## src/rtl/yd_pkg.sv

```systemverilog
// Shared YD core definitions: interrupt controller FSM states, jump/write opcodes
// and the PC register address, plus sizing helpers used by yd_intc.
package yd_pkg;

  typedef enum logic [2:0] {
    ST_IDLE,
    ST_FLUSH,
    ST_VECTOR,
    ST_ACTIVE,
    ST_RET
  } intc_state_t;

  localparam logic [3:0] OP_JA       = 4'hA;
  localparam logic [3:0] OP_JW       = 4'hB;
  localparam logic [3:0] PC_REG_ADDR = 4'hF;

  function automatic int id_width(input int n);
    return (n > 1) ? $clog2(n) : 1;
  endfunction

  // Without nesting the save stack collapses to a single register.
  function automatic int stack_depth(input bit nest_en, input int depth);
    return nest_en ? ((depth > 0) ? depth : 1) : 1;
  endfunction

endpackage

```

## src/rtl/yd_intc_prio.sv

```systemverilog
// Lowest-index-wins priority encoder: reports whether any request is set and
// the index of the lowest set request.
module yd_intc_prio
  import yd_pkg::*;
#(
  parameter int N  = 4,
  parameter int IW = id_width(N)
) (
  input  logic [N-1:0]  req,
  output logic          valid,
  output logic [IW-1:0] id
);

  assign valid = |req;

  // Scanning downwards lets the lowest set index overwrite all higher ones.
  always_comb begin
    id = '0;
    for (int i = N - 1; i >= 0; i--) begin
      if (req[i]) id = IW'(i);
    end
  end

endmodule

```

## src/rtl/yd_intc.sv

```systemverilog
// yd_intc: vectored, prioritised interrupt controller for the YD core pipeline.
// Define YD_INTC_NEST_EN to compile in preemptive nesting with a NEST_DEPTH-entry save stack.
module yd_intc
  import yd_pkg::*;
#(
  parameter int            N_SRC      = 4,
  parameter int            PW         = 16,
  parameter logic [PW-1:0] VEC_BASE   = 16'hFF00,
  parameter int            VEC_STRIDE = 4,
  parameter int            NEST_DEPTH = 2,
  localparam int           IW         = id_width(N_SRC)
) (
  input  logic             clk,
  input  logic             rst,
  input  logic [N_SRC-1:0] irq,
  input  logic [N_SRC-1:0] irq_mask,
  input  logic [PW-1:0]    pc,
  input  logic             jpc,
  input  logic             dwi,
  input  logic             iret,
  output logic             int_rdy,
  output logic             inp,
  output logic             pc_we,
  output logic [PW-1:0]    pc_din,
  output logic [PW-1:0]    epc,
  output logic             int_act,
  output logic [IW-1:0]    int_id
);

`ifdef YD_INTC_NEST_EN
  localparam bit NEST_ON = 1'b1;
`else
  localparam bit NEST_ON = 1'b0;
`endif
  localparam int SD = stack_depth(NEST_ON, NEST_DEPTH);
  localparam int DW = $clog2(SD + 1);
  localparam int AW = (SD > 1) ? $clog2(SD) : 1;

  intc_state_t      state, state_n;
  logic [N_SRC-1:0] pend, elig, clr;
  logic [PW-1:0]    stk_pc [SD];
  logic [IW-1:0]    stk_id [SD];
  logic [DW-1:0]    depth;
  logic [AW-1:0]    top, push_idx;
  logic [PW-1:0]    vec_addr;
  logic             hazard, stk_full;
  logic             win_valid, pre_valid, sel_valid;
  logic [IW-1:0]    win_id, pre_id, sel_id;

  assign elig     = pend & irq_mask;
  assign hazard   = jpc | dwi;
  assign top      = AW'(depth - DW'(1));
  assign push_idx = AW'(depth);
  assign stk_full = (depth == DW'(SD));
  assign vec_addr = VEC_BASE + PW'(int_id) * PW'(VEC_STRIDE);

  yd_intc_prio #(.N(N_SRC), .IW(IW)) u_prio (
    .req   (elig),
    .valid (win_valid),
    .id    (win_id)
  );

`ifdef YD_INTC_NEST_EN
  // Only sources strictly more urgent than the running handler may preempt it.
  logic [N_SRC-1:0] hi_mask;

  always_comb begin
    hi_mask = '0;
    for (int i = 0; i < N_SRC; i++) begin
      hi_mask[i] = (i < int'(int_id));
    end
  end

  yd_intc_prio #(.N(N_SRC), .IW(IW)) u_prio_pre (
    .req   (elig & hi_mask),
    .valid (pre_valid),
    .id    (pre_id)
  );
`else
  assign pre_valid = 1'b0;
  assign pre_id    = '0;
`endif

  // From IDLE any eligible source may win; inside a handler only a preempting one.
  assign sel_valid = (depth == '0) ? win_valid : pre_valid;
  assign sel_id    = (depth == '0) ? win_id    : pre_id;
  assign clr       = (state == ST_FLUSH && sel_valid) ? (N_SRC'(1) << sel_id) : '0;

  assign epc     = (depth != '0) ? stk_pc[top] : '0;
  assign int_id  = (depth != '0) ? stk_id[top] : '0;
  assign int_act = (depth != '0);
  assign int_rdy = (state == ST_IDLE) && !hazard;

  always_comb begin
    state_n = state;
    inp     = 1'b0;
    pc_we   = 1'b0;
    pc_din  = '0;
    case (state)
      ST_IDLE: begin
        if (win_valid && !hazard) state_n = ST_FLUSH;
      end
      ST_FLUSH: begin
        inp = 1'b1;
        if (sel_valid)          state_n = ST_VECTOR;
        else if (depth == '0)   state_n = ST_IDLE;
        else                    state_n = ST_ACTIVE;
      end
      ST_VECTOR: begin
        pc_we   = 1'b1;
        pc_din  = vec_addr;
        state_n = ST_ACTIVE;
      end
      ST_ACTIVE: begin
        if (iret)                                          state_n = ST_RET;
        else if (NEST_ON && pre_valid && !hazard && !stk_full) state_n = ST_FLUSH;
      end
      ST_RET: begin
        pc_we   = 1'b1;
        pc_din  = epc;
        state_n = (depth > DW'(1)) ? ST_ACTIVE : ST_IDLE;
      end
      default: state_n = ST_IDLE;
    endcase
  end

  // New requests are OR-ed in after the entry clear so a colliding pulse survives.
  always_ff @(posedge clk) begin
    if (!rst) begin
      state <= ST_IDLE;
      pend  <= '0;
      depth <= '0;
      for (int i = 0; i < SD; i++) begin
        stk_pc[i] <= '0;
        stk_id[i] <= '0;
      end
    end else begin
      state <= state_n;
      pend  <= (pend & ~clr) | irq;
      if (state == ST_FLUSH && sel_valid) begin
        stk_pc[push_idx] <= pc;
        stk_id[push_idx] <= sel_id;
        depth            <= depth + DW'(1);
      end else if (state == ST_RET) begin
        depth <= depth - DW'(1);
      end
    end
  end

endmodule
```

## config.mk

```make
export PLATFORM = sky130hd
export DESIGN_NAME = yd_intc
export DESIGN_NICKNAME = d
export VERILOG_FILES = /design/src/rtl/yd_pkg.sv /design/src/rtl/yd_intc_prio.sv /design/src/rtl/yd_intc.sv
export SDC_FILE = /design/constraint.sdc
export NUM_CORES = 1
export LEC_CHECK = 0
export ABC_AREA = 1
export CAP_MARGIN = 20
export CORE_MARGIN = 8
export CORE_UTILIZATION = 41
export CTS_CLUSTER_SIZE = 10
export DETAILED_ROUTE_END_ITERATION = 6
export HOLD_SLACK_MARGIN = 0.08
export PLACE_DENSITY_LB_ADDON = 0.15
export SYNTH_ARGS = -nofsm -noshare
export SYNTH_HDL_FRONTEND = slang
export SYNTH_HIERARCHICAL = 1
export SYNTH_SLANG_ARGS = --single-unit
```

## constraint.sdc

```tcl
create_clock -name clk -period 3.57 [get_ports clk]
set_input_delay 0.714 -clock clk [delete_from_list [all_inputs] [get_ports clk]]
set_output_delay 0.714 -clock clk [all_outputs]
set_load 0.05 [all_outputs]
```

==> results.cfg, run 1 <==
[clock_tree]
clk_path_buf_depth = 2
clk_pin_slew_ns = 0.14
clock_latency_ns = 0.32
clock-sinks = 26
htree_num_levels = 1
cts_made_buffers = 3
root_buffer = clkbuf_4
cts_tree = yes
holdBufCountCts = 0
cts.repair.resized = 0
postCtsSetupRepairBufs = 0

[yosys]
syn_area_um2 = 1450
yosys_warnings = 6
ys_ff_latch = 26
syn_inst = 194
syn_nets = 223
ys_seq_area_share_pct = 48.2
synth.avg_cell_area_um2 = 7.49
synth.distinct_cells = 24

[finish]
multiInputGateArea_um2 = 504
antenna_cells = 0
drive_above_1_share_pct = 10.0
seq_area_um2 = 701
layout_common_cells = clkdlybuf4s50_1, inv_1, nand2_1
fill_cells = 299
layout.cells.most_common = clkdlybuf4s50_1
layout.cells.non_filler = 306
area_delta_synth_final_pct = 50.0
final_util_pct = 64.8
nets = 290
final_area_um2 = 2180

[critical_path]
r2r-end = stk_pc[0][11]$_SDFFCE_PN0P_
reg2reg_from = int_act$_SDFFE_PN0P_
endpoint_kind = output pin
worstPathArrival_ns = 2.35
path_max_fanout = 22
cp.required_ns = 2.86
regToRegSetupSlack_ns = 1.81
crit_type = reg2out
r2r.worst_path.cells = 5
worstSetupStartpointType = register

[placement]
pre_cts_ws_ns = 0.716
dp_cells = 302
dp_hpwl_um = 2710
placement.io_buffers = 66
routabilityCongestion = 0.780
place_area_um2 = 2150

[sta]
rsz0062_at_grt = no
min_period_over_period_pct = 85.7
hold_violations = 0
period_needed_ns = 3.06
final_max_slew_viol_count = 0
setup_ws_ns = 0.509
holdWs_ns = 0.474
relSlewSlack_pct = 50.2
fin_skew_ns = 0.0142
tightest_slew_ns = 0.746
tns_ns = 0
clock.fmax_mhz = 327
finalSetupViolCount = 0

[run_status]
run_status = completed

[detailed_routing]
drc = 0
finalWirelength_um = 3540
dr.pass1.iters = 4
wire_per_inst_um = 11.6
vias = 1340
viasPerCell = 4.38
initialDrtViolationCount = 42
ant_nets = 0

[worst_hold_path]
min_to = pend[0]$_SDFF_PN0_
hold_start = pend[0]$_SDFF_PN0_
min_path_type = reg2reg
hold_depth = 2

[grt]
track_usage_pct = 13.0
antenna_found_initial = 0
grt_pass1_vias = 1253
grt_max_degree = 23
overflow = 0
grt_pass1_wl_um = 5660

[flow_run]
drv_cap = 0

[power_and_ir_drop]
cellLeakagePower_nw = 1.08
p_total_mw = 0.736
pwr_density_cell_nw_per_um2 = 338
vdd_drop_max_mv = 0.284

[die]
ios = 67
die-height_um = 75.5
row_count = 21
dieArea_um2 = 5700
fp.dieW_um = 75.5
start_util_pct = 43.2
core_um2 = 3360
==> layout make-up <==
| cell class | count | area share, % |
|---|---|---|
| Clock buffer | 4 | 1.21 |
| Inverter | 59 | 10.2 |
| Multi-Input combinational cell | 104 | 23.1 |
| Sequential cell | 26 | 32.2 |
| Tap cell | 46 | 2.64 |
| Timing Repair Buffer | 67 | 30.7 |
==> report_power, final <==
group / switching (mW) / leakage [nW] / total (mW) / internal, mW
logic: 0.155 / 0.809 / 0.244 / 0.0891
registers: 0.0164 / 0.254 / 0.364 / 0.348
clock network: 0.0839 / 0.0150 / 0.128 / 0.0437
==> routing by layer <==
| metal | wire length [um] | track usage, % |
|---|---|---|
| met4 | 22 | 2.56 |
| met1 | 1500 | 14.5 |
| met3 | 318 | 5.39 |
| met2 | 1700 | 22.4 |
| met5 | 0 | 0 |
==> cell usage after synthesis <==
cell / count / area (um^2)
buf_6: 1 / 11.3
nor2_2: 10 / 62.6
clkbuf_1: 1 / 3.75
nand2_1: 40 / 150
and3_1: 1 / 6.26
a31oi_1: 1 / 6.26
inv_2: 5 / 18.8
nand3_1: 6 / 30.0
nor3_1: 3 / 15.0
nand4_1: 1 / 6.26
o21ai_0: 11 / 55.1
nand3_2: 2 / 20.0
nor2_4: 1 / 11.3
a21oi_1: 5 / 25.0
or2_1: 1 / 6.26
o22ai_1: 2 / 12.5
a21oi_2: 2 / 17.5
nor2_1: 16 / 60.1
o21ai_1: 1 / 5.00
inv_1: 54 / 203
buf_2: 3 / 15.0
nand2_4: 1 / 11.3
edfxtp_1: 18 / 541
dfxtp_1: 8 / 160
==> worst max-delay path, stage by stage, from the launching register on <==
cell and delay (ns):
dfxtp_1 0.83, nand2_1 0.15, o22ai_1 0.21, clkdlybuf4s50_1 0.85
==> flip-flops by register name, indices dropped and copies added (netlist names) <==
register	count
pend	4
state	3
int_act	1
stk_id	2
stk_pc	16
==> how the worst max path moves through the flow <==
stage                         startpoint                    endpoint  depth (start not counted)
floorplan                    irq_mask[3]  stk_id[0][0]$_SDFFCE_PN0P_                          6
detailed placement                   jpc                     int_rdy                          4
finish              int_act$_SDFFE_PN0P_                   pc_din[3]                          3
global placement                     jpc                     int_rdy                          4
global route        int_act$_SDFFE_PN0P_                  pc_din[15]                          3
CTS                 int_act$_SDFFE_PN0P_                   pc_din[3]                          3
==> cells by family (layout without fill, tap and decap cells) <==
logic type      Yosys count  count (layout)  share of synthesized area (%)
flops                    26              26                           48.2
buf+inv                  64             130                           17.3
compound gates           22              22                           8.35
simple gates             82              82                           26.1
No activity file was read; power rests on OpenSTA's default activity.
==> run 2: changes to the inputs <==
--- a/config.mk
+++ b/config.mk
@@ -6,7 +6,6 @@
 export NUM_CORES = 1
 export LEC_CHECK = 0
 export ABC_AREA = 1
-export CAP_MARGIN = 20
 export CORE_MARGIN = 8
 export CORE_UTILIZATION = 41
 export CTS_CLUSTER_SIZE = 10
==> results of run 2 <==
Same layout as run 1: the final DEF is identical, and so are final timing and power.
==> run 3: changes to the inputs <==
--- a/config.mk
+++ b/config.mk
@@ -6,12 +6,14 @@
 export NUM_CORES = 1
 export LEC_CHECK = 0
 export ABC_AREA = 1
+export CAP_MARGIN = 20
 export CORE_MARGIN = 8
 export CORE_UTILIZATION = 41
 export CTS_CLUSTER_SIZE = 10
 export DETAILED_ROUTE_END_ITERATION = 6
 export HOLD_SLACK_MARGIN = 0.08
 export PLACE_DENSITY_LB_ADDON = 0.15
+export SLEW_MARGIN = 20
 export SYNTH_ARGS = -nofsm -noshare
 export SYNTH_HDL_FRONTEND = slang
 export SYNTH_HIERARCHICAL = 1
==> results of run 3 <==
Same layout as run 1: the final DEF is identical, and so are final timing and power.
